<file path="src/rtl/noc_pe_adapter.sv">
// -----------------------------------------------------------------------------
// noc_pe_adapter
//   Bridges a local processing element to one node of a 3x3 mesh NoC.
//   TX path: local requests {dest,data} are queued, then injected one flit per
//   cycle into the router as {V,dst,src,seq,payload} with a per-node sequence
//   number. RX path: flits leaving the router are filtered (idle / misrouted /
//   overflow) and matching ones are queued for the local consumer.
//
// Ports
//   clock, reset          single rising-edge clock, async active-low reset
//   enable                network-wide run enable (gates inject and sample)
//   tx_valid/tx_ready     local send handshake; tx_dest {row,col}, tx_data
//   noc_in                registered flit into the router
//   noc_out               flit from the router
//   rx_valid/rx_ready     local receive handshake; rx_src/rx_seq/rx_data = head
//   err_cnt               bad-destination requests (row/col 3 or self)
//   misroute_cnt          valid flits whose dst is not this node
//   drop_cnt              matching flits lost because the RX FIFO was full
// -----------------------------------------------------------------------------
module noc_pe_adapter #(
   parameter int ROW   = 0,
   parameter int COL   = 0,
   parameter int DEPTH = 4   // power of 2, >= 2
) (
   input  logic        clock,
   input  logic        reset,
   input  logic        enable,
   input  logic        tx_valid,
   output logic        tx_ready,
   input  logic [3:0]  tx_dest,
   input  logic [15:0] tx_data,
   output logic [31:0] noc_in,
   input  logic [31:0] noc_out,
   output logic        rx_valid,
   input  logic        rx_ready,
   output logic [3:0]  rx_src,
   output logic [6:0]  rx_seq,
   output logic [15:0] rx_data,
   output logic [7:0]  err_cnt,
   output logic [7:0]  misroute_cnt,
   output logic [7:0]  drop_cnt
);
   localparam int          AW     = $clog2(DEPTH);
   localparam logic [AW:0] FULL   = (AW+1)'(DEPTH);
   localparam logic [1:0]  ROW_L  = 2'(ROW);
   localparam logic [1:0]  COL_L  = 2'(COL);
   localparam logic [3:0]  SELF   = {ROW_L, COL_L};

   // TX entries {dest,data}; RX entries {src,seq,payload}
   logic [19:0]   tx_mem_q [DEPTH];
   logic [19:0]   tx_mem_d [DEPTH];
   logic [AW-1:0] tx_wp_q, tx_wp_d, tx_rp_q, tx_rp_d;
   logic [AW:0]   tx_cnt_q, tx_cnt_d;
   logic [6:0]    tx_seq_q, tx_seq_d;
   logic [31:0]   noc_in_q, noc_in_d;

   logic [26:0]   rx_mem_q [DEPTH];
   logic [26:0]   rx_mem_d [DEPTH];
   logic [AW-1:0] rx_wp_q, rx_wp_d, rx_rp_q, rx_rp_d;
   logic [AW:0]   rx_cnt_q, rx_cnt_d;

   logic [7:0]    err_q, err_d, mis_q, mis_d, drop_q, drop_d;

   logic tx_full, tx_acc, tx_bad, tx_push, tx_pop;
   logic rx_full, rx_pop, in_v, in_match, rx_push, rx_drop;
   logic [19:0] tx_head;
   logic [26:0] rx_head;

   always_comb begin
      // ---------------- TX ----------------
      tx_full  = (tx_cnt_q == FULL);
      tx_ready = !tx_full;   // no credit for a same-cycle pop when full
      tx_acc   = tx_valid && !tx_full;
      tx_bad   = (tx_dest[3:2] == 2'd3) || (tx_dest[1:0] == 2'd3) || (tx_dest == SELF);
      tx_push  = tx_acc && !tx_bad;
      // pop decision uses registered occupancy, so a fresh push never bypasses
      tx_pop   = enable && (tx_cnt_q != '0);
      tx_head  = tx_mem_q[tx_rp_q];

      tx_mem_d = tx_mem_q;
      tx_wp_d  = tx_wp_q;
      tx_rp_d  = tx_rp_q;
      tx_cnt_d = tx_cnt_q;
      tx_seq_d = tx_seq_q;
      noc_in_d = '0;
      if (tx_push) begin
         tx_mem_d[tx_wp_q] = {tx_dest, tx_data};
         tx_wp_d           = tx_wp_q + 1'b1;
      end
      if (tx_pop) begin
         noc_in_d = {1'b1, tx_head[19:16], ROW_L, COL_L, tx_seq_q, tx_head[15:0]};
         tx_rp_d  = tx_rp_q + 1'b1;
         tx_seq_d = tx_seq_q + 1'b1;   // 7-bit wrap
      end
      if (tx_push && !tx_pop)      tx_cnt_d = tx_cnt_q + 1'b1;
      else if (!tx_push && tx_pop) tx_cnt_d = tx_cnt_q - 1'b1;

      // ---------------- RX ----------------
      rx_full  = (rx_cnt_q == FULL);
      rx_valid = (rx_cnt_q != '0);
      rx_pop   = rx_valid && rx_ready;
      rx_head  = rx_mem_q[rx_rp_q];
      in_v     = enable && noc_out[31];
      in_match = (noc_out[30:27] == SELF);
      // a pop frees the slot in the same edge, so full+pop still accepts
      rx_push  = in_v && in_match && (!rx_full || rx_pop);
      rx_drop  = in_v && in_match && rx_full && !rx_pop;

      rx_mem_d = rx_mem_q;
      rx_wp_d  = rx_wp_q;
      rx_rp_d  = rx_rp_q;
      rx_cnt_d = rx_cnt_q;
      if (rx_push) begin
         rx_mem_d[rx_wp_q] = noc_out[26:0];
         rx_wp_d           = rx_wp_q + 1'b1;
      end
      if (rx_pop) rx_rp_d = rx_rp_q + 1'b1;
      if (rx_push && !rx_pop)      rx_cnt_d = rx_cnt_q + 1'b1;
      else if (!rx_push && rx_pop) rx_cnt_d = rx_cnt_q - 1'b1;

      // ---------------- saturating counters ----------------
      err_d  = err_q;
      mis_d  = mis_q;
      drop_d = drop_q;
      if (tx_acc && tx_bad && err_q != 8'hFF)     err_d  = err_q + 1'b1;
      if (in_v && !in_match && mis_q != 8'hFF)    mis_d  = mis_q + 1'b1;
      if (rx_drop && drop_q != 8'hFF)             drop_d = drop_q + 1'b1;
   end

   always_ff @(posedge clock or negedge reset) begin
      if (!reset) begin
         for (int i = 0; i < DEPTH; i++) begin
            tx_mem_q[i] <= '0;
            rx_mem_q[i] <= '0;
         end
         tx_wp_q  <= '0;
         tx_rp_q  <= '0;
         tx_cnt_q <= '0;
         tx_seq_q <= '0;
         noc_in_q <= '0;
         rx_wp_q  <= '0;
         rx_rp_q  <= '0;
         rx_cnt_q <= '0;
         err_q    <= '0;
         mis_q    <= '0;
         drop_q   <= '0;
      end else begin
         tx_mem_q <= tx_mem_d;
         tx_wp_q  <= tx_wp_d;
         tx_rp_q  <= tx_rp_d;
         tx_cnt_q <= tx_cnt_d;
         tx_seq_q <= tx_seq_d;
         noc_in_q <= noc_in_d;
         rx_mem_q <= rx_mem_d;
         rx_wp_q  <= rx_wp_d;
         rx_rp_q  <= rx_rp_d;
         rx_cnt_q <= rx_cnt_d;
         err_q    <= err_d;
         mis_q    <= mis_d;
         drop_q   <= drop_d;
      end
   end

   assign noc_in       = noc_in_q;
   assign rx_src       = rx_head[26:23];
   assign rx_seq       = rx_head[22:16];
   assign rx_data      = rx_head[15:0];
   assign err_cnt      = err_q;
   assign misroute_cnt = mis_q;
   assign drop_cnt     = drop_q;

endmodule

</file>
<file path="config.mk">
export PLATFORM = sky130hd
export DESIGN_NAME = noc_pe_adapter
export DESIGN_NICKNAME = d
export VERILOG_FILES = /design/src/rtl/noc_pe_adapter.sv
export SDC_FILE = /design/constraint.sdc
export NUM_CORES = 1
export LEC_CHECK = 0
export ABC_AREA = 0
export BUFFER_PORTS_ARGS = -buffer_cell sky130_fd_sc_hd__clkbuf_2
export CAP_MARGIN = 20
export CORE_ASPECT_RATIO = 0.75
export CORE_MARGIN = 1
export CORE_UTILIZATION = 53
export DETAILED_ROUTE_END_ITERATION = 6
export HOLD_SLACK_MARGIN = 0.05
export PLACE_DENSITY = 0.81
export SYNTH_ARGS = -nofsm -noshare
export SYNTH_HDL_FRONTEND = slang
export SYNTH_SLANG_ARGS = --single-unit
export TNS_END_PERCENT = 100
</file>
<file path="constraint.sdc">
create_clock -name clock -period 2 [get_ports clock]
set_input_delay 0 -clock clock [delete_from_list [all_inputs] [get_ports clock]]
set_output_delay 0 -clock clock [all_outputs]
set_load 0.05 [all_outputs]
</file>
==> reports/metrics.cfg, run 1 <==
[floorplan]
pin_count = 142
initial_core_util_pct = 54.85
fp.dieArea_sq_mm = 0.02276
row_count = 46
core_region_area_sq_mm = 0.02141
die-height_um = 130.9
dieWidth_um = 173.9

[grt]
antenna_found_initial = 1
grt_usage_pct = 21.76
grt_max_degree = 62
grt_pass1_wl_um = 39310
grt_pass1_vias = 7277
overflow = 0

[setup_path]
worstSetupPathType = register to register
start_kind = register
crit_fanout = 2
cp_data_arrival_time_ns = 2.41
worst_r2r_path_depth = 6
crit_path_end_kind = register
cp.required_ns = 2.40

[timing]
rsz0062_at_grt = true
layout_min_cycle_time_ns = 2.012
fin_crit_sh_pct = 100.6
worst_pin_slew_ns = 0.6422
setup_violations = 1
hold_violations = 0
setup_tns_ns = -0.01190
layout_setup_ws_ns = -0.01190
fmax_ghz = 0.4970
max_slew_margin_pct = 57.00
maxSlewViolCount = 0
clock_skew_ns = 0.006766

[clock_tree]
clockBufferDepth = 3
cts_tree = done
insertion_delay_ns = 0.52
cts.sinks = 261
cts-buffers-inserted = 26
h-tree-depth = 1
clockRootBuffer = clkbuf_16
clkTransAtPathRegs_ns = 0.06

[routing]
wl_met3_um = 1112
ant_nets = 0
wl_met1_um = 11060
via_per_inst = 5.460
maxUsedRoutingLayer = met4
vias = 6825
routed_wl_um = 24940
wl_per_cell_um = 19.95
wl_met2_um = 12390
drt_iter0_markers = 353
route.detailed.drc = 0
drt_pre_antenna_iters = 4

[synthesis]
ys_seq_elements = 261
ys_seq_area_share_pct = 55.61
synth-simple-area-share_pct = 5.604
synthAdderAreaFrac_pct = 1.833
syn_area_per_cell_sq_um = 16.36
ys_types = 41
synth_compound_area_share_pct = 0.4688
synth_top_family_by_area = multiplexers
synthMuxAreaShare_pct = 30.56
yosys_warnings = 0
netlist_area_sq_mm = 0.01174
postSynthCellCount = 718
synth_xor_area_share_pct = 2.536

[power]
power.internal_mw = 13.92
swShare_pct = 33.67
p_sw_mw = 7.066
design_power_total_mw = 20.99
p_leak_nw = 7.193
p_comb_share_pct = 38.2
pwr-share-seq_pct = 37.9
max-vdd-ir-drop_uv = 973.7
pwr_density_cell_mw_per_mm2 = 1423
p_clk_share_pct = 23.9

[layout]
fin_cells = 1250
drive_gt1_share_pct = 50.47
areaGrowthSynthToFinish_pct = 25.60
layout.nets = 1016

[worst_hold_path]
hold_path_class = primary input to register
min_delay_path_depth = 5

[outcome]
status = finished with violations
violations = negative setup slack

[place]
hpwl_um = 14730
post-place-cells = 1140
portBuffers = 137
place.gp.congestion = 0.7865

[job]
maxCapViolations = 0

==> layer usage <==
layer | track usage [%] | up-vias
met2 | 36.82 | 162
met1 | 29.76 | 3589
met4 | 4.696 | 0
met3 | 3.993 | 39
met5 | 0 | -
li1 | - | 3035
==> critical path, stage by stage (launching register included) <==
cell      delay, ns
dfrtp_1        0.39
or3b_4         0.40
and4bb_2       0.26
ha_4           0.17
inv_2          0.05
fa_1           0.39
mux2_2         0.26
==> final timing paths <==
path / start / end / slack (ns)
min in group asynchronous: reset / rx_mem_q[93]$_DFFE_PN0P_ / 0.55
max: tx_cnt_q[0]$_DFFE_PN0P_ / tx_cnt_q[1]$_DFFE_PN0P_ / -0.01
min: noc_out[29] / drop_cnt[3]$_DFFE_PN0P_ / 0.1
max in group asynchronous: reset / tx_mem_q[53]$_DFFE_PN0P_ / 0.76
max reg2reg: tx_cnt_q[0]$_DFFE_PN0P_ / tx_cnt_q[1]$_DFFE_PN0P_ / -0.01
min reg2reg: tx_seq_q[6]$_DFFE_PN0P_ / tx_seq_q[6]$_DFFE_PN0P_ / 0.47
==> layout by cell type (no fill, tap or decap), types with 17 or more instances in the layout <==
cell / n
mux2_2: 114
and2_1: 28
dfrtp_1: 259
clkbuf_8: 17
dlygate4sd3_1: 52
mux2_4: 80
clkbuf_2: 109
clkbuf_16: 31
xor2_1: 19
buf_4: 20
mux4_2: 47
nand2_1: 17
==> sequential cells by signal (all words and copies together) (netlist names) <==
signal        count
rx_rp_q           2
tx_mem_q         80
tx_rp_q           2
rx_mem_q        108
noc_in           28
tx_wp_q           2
drop_cnt          8
misroute_cnt      8
err_cnt           8
rx_cnt_q          3
tx_seq_q          7
tx_cnt_q          3
rx_wp_q           2
==> synthesized netlist by cell type <==
master / number / area share (%)
fa_1: 2 / 0.34
nor4b_1: 1 / 0.075
nand2b_1: 1 / 0.053
inv_1: 10 / 0.32
nor3_1: 8 / 0.34
o31ai_1: 1 / 0.064
buf_1: 2 / 0.064
ha_1: 14 / 1.5
nor3b_2: 1 / 0.11
buf_12: 8 / 1.4
or2_2: 1 / 0.053
mux2_1: 4 / 0.38
dfrtp_1: 261 / 56
o21ai_0: 4 / 0.17
xnor2_1: 15 / 1.1
nor4_4: 1 / 0.18
buf_6: 9 / 0.86
a22o_1: 1 / 0.075
o211ai_1: 1 / 0.064
or3b_1: 1 / 0.075
nand3_1: 10 / 0.43
mux2_4: 80 / 10
mux4_2: 47 / 9.0
nor2_1: 14 / 0.45
buf_2: 4 / 0.17
or3_1: 1 / 0.053
nand2_2: 4 / 0.21
and2_1: 28 / 1.5
nor4_1: 3 / 0.16
nand2_1: 18 / 0.58
conb_1: 1 / 0.032
a311o_2: 1 / 0.096
mux2_2: 114 / 11
nor3b_1: 1 / 0.064
buf_4: 5 / 0.32
xor2_1: 19 / 1.4
nand4_1: 8 / 0.43
clkbuf_1: 8 / 0.26
nand2_8: 4 / 0.68
and4bb_1: 1 / 0.11
and4_1: 1 / 0.075
==> area by class of cell <==
class                           instances  area [sq um]
Clock inverter                          4         70.07
Sequential cell                       261          6534
Multi-Input combinational cell        414          4933
Fill cell                            1405          6660
Inverter                               10         37.54
Clock buffer                           42         822.0
Tap cell                              288         360.3
Antenna cell                            1         2.502
Timing Repair Buffer                  230          1991
==> power by group through the flow <==
| stage | combinational, mW | clock (mW) | sequential [mW] |
|---|---|---|---|
| 2_1_floorplan | 4.61 | 0 | 8.68 |
| 3_3_place_gp | 7.02 | 0 | 7.89 |
| 3_5_place_dp | 7.21 | 0 | 7.97 |
| 4_1_cts | 7.80 | 5.12 | 7.92 |
| 5_1_grt | 8.52 | 5.32 | 8.15 |
| 6_report | 8.01 | 5.02 | 7.96 |
==> stage by stage <==
stage	area (sq um)	utilization (%)	worst slack [ns]	hold slack, ns
2_1_floorplan	11810	-	-0.2643	-0.2956
3_3_place_gp	12870	60.13	0.02617	-0.02273
3_5_place_dp	12870	60.13	-0.009958	-0.02602
4_1_cts	14560	67.99	-0.01622	0.08141
5_1_grt	14750	68.88	-0.09374	0.1106
6_report	14750	68.89	-0.01190	0.09992
==> kinds of logic (layout without fill, tap and decap cells) <==
family                     Yosys count  count (layout)
AOI/OAI and AO/OA                    8               8
xor gates and xnor gates            34              34
adders and majority gates           16              16
buffers and inverters               46             286
DFF                                261             261
muxes                              245             245
other                                1               5
and+or+nand+nor                    107             107
==> what timing repair did <==
action	CTS	global route
pin swaps	3	6
hold buffers	52	0
buffers inserted	4	2
endpoints found under the hold margin	456	0
resized for setup	46	31
gates cloned	2	4
setup endpoints to repair	18	205
No activity file was read; power rests on OpenSTA's default activity.
==> run 2: changes to the inputs <==
- SKIP_CTS_REPAIR_TIMING: not set -> 1
- SLEW_MARGIN: not set -> 15
==> run 2 against run 1 <==
Against the previous run: the flow finishes with violations (negative hold slack, negative setup slack); first-iteration DRC count shrank 17%; combinational power shrank 3.2%; non-clock buffer count shrank 4; clock skew grew 0.0034 ns; critical path depth shrank 3; maximum frequency grew 0.28%; sequential share of layout area grew 0.47 points; register-to-register slack is essentially flat; count of clock-buffer cells in the layout is the same; critical endpoint is now rx_seq[4]; largest power group is now registers; highest routed layer unchanged.
==> reports/metrics.cfg, run 2 (synthesized netlist as in run 1, its figures left out) <==
[timing]
layout_setup_ws_ns = -0.006363  ; +0.005539 ns
worst_pin_slew_ns = 0.6612  ; +0.01897 ns
fmax_ghz = 0.4984  ; +0.28%
hold_violations = 1  ; +1
layout_min_cycle_time_ns = 2.006  ; -0.005539 ns
whs_ns = -0.0006248  ; -0.1005 ns
max_slew_margin_pct = 55.73  ; -1.3 points
setup_violations = 2  ; +1
setup_tns_ns = -0.009736  ; +0.002166 ns
clock_skew_ns = 0.01015  ; +0.003385 ns
fin_crit_sh_pct = 100.3  ; -0.28 points
maxSlewViolCount = 0  ; unchanged
rsz0062_at_grt = true

[grt]
grt_pass1_vias = 6930  ; -4.8%
grt_pass1_wl_um = 37740  ; -4.0%
grt_max_degree = 62  ; unchanged
overflow = 0  ; unchanged
grt_usage_pct = 20.88  ; -0.88 points
antenna_found_initial = 1  ; unchanged

[setup_path]
crit_family = multiplexers
max_stage_delay_ns = 0.54  ; +0.14 ns
cp.required_ns = 2.00  ; -0.40 ns
worst_r2r_path_depth = 6  ; unchanged
path_buf_inv = 2  ; +1
worstSetupPathType = register to output port
crit_path_end_kind = output port
ff2ff_setup_slack_ns = 0  ; about the same
regToRegStartpoint = tx_cnt_q[1]$_DFFE_PN0P_
start_kind = register
startpoint = rx_rp_q[0]$_DFFE_PN0P_
crit_fanout = 7  ; +5
cp_data_arrival_time_ns = 2.01  ; -0.40 ns
slowest_stage = mux4_2
path_cells = clkbuf_16, mux4_2, buf_6
r2r_end = tx_cnt_q[1]$_DFFE_PN0P_

[floorplan]
dieWidth_um = 173.9  ; unchanged
row_count = 46  ; unchanged
die-height_um = 130.9  ; unchanged
pin_count = 142  ; unchanged
core_region_area_sq_mm = 0.02141  ; unchanged
fp.dieArea_sq_mm = 0.02276  ; unchanged
initial_core_util_pct = 54.85  ; unchanged

[routing]
routed_wl_um = 24760  ; -0.73%
vias = 6749  ; -1.1%
drt_iter0_markers = 292  ; -17%
ant_nets = 0  ; unchanged
drt_pre_antenna_iters = 4  ; unchanged
via_per_inst = 5.417  ; -0.80%
wl_per_cell_um = 19.87  ; -0.41%
route.detailed.drc = 0  ; unchanged

[clock_tree]
cts_tree = done
cts.sinks = 261  ; unchanged
cts-buffers-inserted = 26  ; unchanged
h-tree-depth = 1  ; unchanged
clkTransAtPathRegs_ns = 0.07  ; about the same
insertion_delay_ns = 0.53  ; about the same
clockRootBuffer = clkbuf_16
clockBufferDepth = 3  ; unchanged

[power]
p_sw_mw = 7.042  ; -0.34%
max-vdd-ir-drop_uv = 952.6  ; -2.2%
pwr_density_cell_mw_per_mm2 = 1422  ; about the same
p_comb_share_pct = 37.3  ; -0.9 points
power.internal_mw = 13.72  ; -1.5%
design_power_total_mw = 20.76  ; -1.1%
swShare_pct = 33.92  ; +0.26 points
p_clk_share_pct = 24.2  ; +0.3 points
pwr-share-seq_pct = 38.4  ; +0.5 points
p_leak_nw = 7.145  ; -0.66%

[outcome]
status = finished with violations
violations = negative hold slack, negative setup slack

[place]
dpl_worst_slack_ns = -0.009958  ; unchanged
post-place-cells = 1140  ; unchanged
portBuffers = 137  ; unchanged
place.gp.congestion = 0.7865  ; unchanged
place_area_sq_mm = 0.01287  ; unchanged
hpwl_um = 14730  ; unchanged

[layout]
top_register = rx_mem_q
final_common_cell = dfrtp_1
layout_common_cells = dfrtp_1 (259), mux2_2 (114), clkbuf_2 (109), mux2_4 (80), dlygate4sd3_1 (50)
areaGrowthSynthToFinish_pct = 24.29
final_core_util_pct = 68.17  ; -0.72 points
final_design_area_no_fill_sq_mm = 0.01460  ; -1.0%
largest_reg_flops = 108  ; unchanged
layout.nets = 1012  ; -0.39%
drive_gt1_share_pct = 50.37  ; -0.10 points
fin_cells = 1246  ; -0.32%

[worst_hold_path]
hold_path_class = primary input to asynchronous set/reset pin

[job]
maxCapViolations = 0  ; unchanged

-- run 2: cell count changes in the layout (fill, tap and decap cells not counted), sizes merged --
cell,delta
buf,+10
dlygate4sd3,-2
clkbuf,-12
-- run 2: routing by layer --
| metal | track usage, % | share of wire (%) |
|---|---|---|
| met1 | 28.87 | 46 |
| met5 | 0 | 0 |
| met2 | 34.71 | 48 |
| met4 | 4.180 | 1.6 |
| met3 | 4.340 | 4.5 |
-- run 2: worst register-to-register path: stages (launching register included) --
cell	delay [ns]
dfrtp_1	0.39
or3b_4	0.38
and4bb_2	0.26
ha_4	0.17
inv_2	0.05
fa_1	0.39
mux2_2	0.26
-- run 2: worst max path at each step --
| stage | to | slack, ns | depth (start not counted) |
|---|---|---|---|
| 3_3_place_gp | tx_cnt_q[1]$_DFFE_PN0P_ | 0.03 | 6 |
| 6_report | rx_seq[4] | -0.006 | 3 |
| 5_1_grt | tx_cnt_q[2]$_DFFE_PN0P_ | -0.10 | 9 |
| 2_1_floorplan | tx_cnt_q[1]$_DFFE_PN0P_ | -0.26 | 7 |
| 3_5_place_dp | tx_cnt_q[1]$_DFFE_PN0P_ | -0.01 | 6 |
| 4_1_cts | rx_data[1] | -0.05 | 3 |
-- run 2: power groups by stage --
stage / clock network, mW / logic (mW) / registers, mW
after floorplan: 0 / 4.61 / 8.68
after global placement: 0 / 7.02 / 7.89
after detailed placement: 0 / 7.21 / 7.97
after CTS: 5.12 / 7.27 / 7.91
after global routing: 5.32 / 8.24 / 8.18
final: 5.03 / 7.75 / 7.98
-- run 2: layout make-up --
cell class,count,area [sq um]
Tap cell,288,360.3
Antenna cell,1,2.502
Clock inverter,4,70.07
Inverter,10,37.54
Clock buffer,42,822.0
Sequential cell,261,6534
Multi-Input combinational cell,414,4927
Timing Repair Buffer,226,1843
Fill cell,1439,6814
==> run 3: changes to the inputs <==
- CELL_PAD_IN_SITES_DETAIL_PLACEMENT: not set -> 0
- CELL_PAD_IN_SITES_GLOBAL_PLACEMENT: not set -> 1
- CORE_UTILIZATION: 53 -> 44
- PLACE_DENSITY: 0.81 -> 0.79
==> run 3 against run 2 <==
Against the previous run: the flow finishes with violations (negative setup slack); final area increased by 0.33%; maximum frequency decreased by 2.0%; first-iteration DRC count increased by 1.7%; critical endpoint is now tx_cnt_q[1]$_DFFE_PN0P_; utilization decreased by 12 points; global-route usage decreased by 3.6 points; combinational power decreased by 3.2%; largest cell class unchanged; wire length decreased by 4.0%.
==> reports/metrics.cfg, run 3 (synthesized netlist as in run 1, its figures left out) <==
[power]
p_comb_share_pct = 36.2  ; -1.1 points
max-vdd-ir-drop_uv = 1044  ; +9.6%
pwr_density_cell_mw_per_mm2 = 1414  ; -0.56%
swShare_pct = 33.59  ; -0.33 points
pwr-share-seq_pct = 38.3  ; about the same
p_clk_share_pct = 25.5  ; +1.3 points
p_leak_nw = 7.171  ; +0.37%
power.internal_mw = 13.75  ; +0.28%
p_sw_mw = 6.958  ; -1.2%

[setup_path]
worst_r2r_path_depth = 6  ; unchanged
cp.required_ns = 2.41  ; +0.41 ns
start_kind = register
startpoint = tx_cnt_q[1]$_DFFE_PN0P_
regToRegStartpoint = tx_cnt_q[1]$_DFFE_PN0P_
crit_path_end_kind = register
crit_fanout = 2  ; -5
worstSetupPathType = register to register
cp_data_arrival_time_ns = 2.46  ; +0.45 ns

[clock_tree]
clkTransAtPathRegs_ns = 0.06  ; about the same
clockRootBuffer = clkbuf_16
cts_tree = done
cts-buffers-inserted = 27  ; +3.8%
cts.sinks = 261  ; unchanged
h-tree-depth = 1  ; unchanged
clockBufferDepth = 3  ; unchanged
insertion_delay_ns = 0.53  ; about the same

[timing]
rsz0062_at_grt = true
clock_skew_ns = 0.007654  ; -0.002497 ns
max_slew_margin_pct = 56.31  ; +0.58 points
hold_violations = 0  ; -1
maxSlewViolCount = 0  ; unchanged
layout_min_cycle_time_ns = 2.047  ; +0.04072 ns
fmax_ghz = 0.4885  ; -2.0%
layout_setup_ws_ns = -0.04708  ; -0.04072 ns
worst_pin_slew_ns = 0.6525  ; -0.008684 ns
fin_crit_sh_pct = 102.4  ; +2.0 points
setup_violations = 3  ; +1

[layout]
final_common_cell = dfrtp_1
areaGrowthSynthToFinish_pct = 24.71
drive_gt1_share_pct = 51.03  ; +0.67 points
layout_common_cells = dfrtp_1 (258), clkbuf_2 (120), mux2_2 (114), mux2_4 (80), dlygate4sd3_1 (51)
largest_reg_flops = 108  ; unchanged
multi_input_area_sq_mm = 0.004927  ; unchanged
fillers = 2094  ; +46%
fin_cells = 1314  ; +5.5%
seqCellArea_sq_mm = 0.006535  ; about the same
top_register = rx_mem_q
antenna_cells = 0  ; -1
layout.nets = 1023  ; +1.1%

[floorplan]
die-height_um = 143.5  ; +9.6%
row_count = 51  ; +11%
dieWidth_um = 190.6  ; +9.6%
pin_count = 142  ; unchanged
initial_core_util_pct = 45.00  ; -9.9 points
core_region_area_sq_mm = 0.02610  ; +22%
fp.dieArea_sq_mm = 0.02735  ; +20%

[place]
place.gp.congestion = 0.7917  ; +0.66%
portBuffers = 137  ; unchanged
dpl_worst_slack_ns = -0.03608  ; -0.02612 ns
hpwl_um = 14610  ; -0.86%
post-place-cells = 1203  ; +5.5%

[grt]
grt_max_degree = 64  ; +3.2%
grt_usage_pct = 17.26  ; -3.6 points
grt_pass1_vias = 6717  ; -3.1%
gr-max-usage-layer = met2
use_met3_pct = 4.078  ; -0.26 points
grtUsageMet2_pct = 26.79  ; -7.9 points
antenna_found_initial = 0  ; -1
met1_usage_pct = 24.68  ; -4.2 points
grt_pass1_wl_um = 37110  ; -1.7%
overflow = 0  ; unchanged

[routing]
via_per_inst = 5.070  ; -6.4%
routed_wl_um = 23770  ; -4.0%
wl_per_cell_um = 18.09  ; -9.0%
vias = 6662  ; -1.3%
drt_pre_antenna_iters = 4  ; unchanged
drt_iter0_markers = 297  ; +1.7%
ant_nets = 0  ; unchanged
route.detailed.drc = 0  ; unchanged

[outcome]
violations = negative setup slack
status = finished with violations

[job]
maxCapViolations = 0  ; unchanged

[worst_hold_path]
hold_path_class = primary input to asynchronous set/reset pin

==> run 3: power groups by stage <==
stage / logic (mW) / registers [mW] / clock network [mW]
2_1_floorplan: 4.61 / 8.68 / 0
3_3_place_gp: 7.13 / 7.96 / 0
3_5_place_dp: 7.25 / 7.99 / 0
4_1_cts: 7.28 / 7.94 / 5.45
5_1_grt: 8.01 / 8.14 / 5.69
6_report: 7.50 / 7.93 / 5.29
==> run 3: cell type report <==
class / instances / share of cell area [%]
inverter: 10 / 0.2563
clock inverter: 9 / 0.9910
clock buffer: 40 / 5.425
sequential: 261 / 44.62
timing repair buffer: 236 / 12.12
multi-input combinational: 414 / 33.64
tap: 344 / 2.939
==> run 3: per-layer routing <==
layer	up-vias	routed length (um)
met4	0	403
li1	3042	-
met1	3443	10980
met3	35	1232
met5	-	0
met2	142	11160
==> run 3: metrics by stage <==
step | hold WS, ns | util [%] | setup TNS [ns] | power (mW) | area [sq um]
finish | 0.01403 | 56.11 | -0.05374 | 20.71 | 14650
global route | 0.04756 | 56.11 | -2.168 | 21.84 | 14650
CTS | -0.5891 | 53.45 | -3.028 | 20.67 | 13950
detailed placement | -0.01176 | 49.85 | -0.1024 | 15.24 | 13010
global placement | -0.01141 | 49.85 | -0.02272 | 15.09 | 13010
floorplan | -0.2956 | - | -0.4057 | 13.29 | 11810
==> run 3: final timing paths <==
path,end,slack [ns]
setup / recovery,tx_cnt_q[1]$_DFFE_PN0P_,-0.05
hold / removal,rx_mem_q[92]$_DFFE_PN0P_,0.01
setup reg to reg,tx_cnt_q[1]$_DFFE_PN0P_,-0.05
hold reg to reg,tx_seq_q[6]$_DFFE_PN0P_,0.47
max in group asynchronous,tx_mem_q[21]$_DFFE_PN0P_,1.29
min in group clock,drop_cnt[3]$_DFFE_PN0P_,0.07
==> run 3: worst max-delay path, cell delays in order (launching register included) <==
cell	delay (ns)
dfrtp_1	0.38
or3b_4	0.40
and4bb_2	0.27
ha_4	0.17
inv_2	0.05
fa_1	0.40
mux2_2	0.27
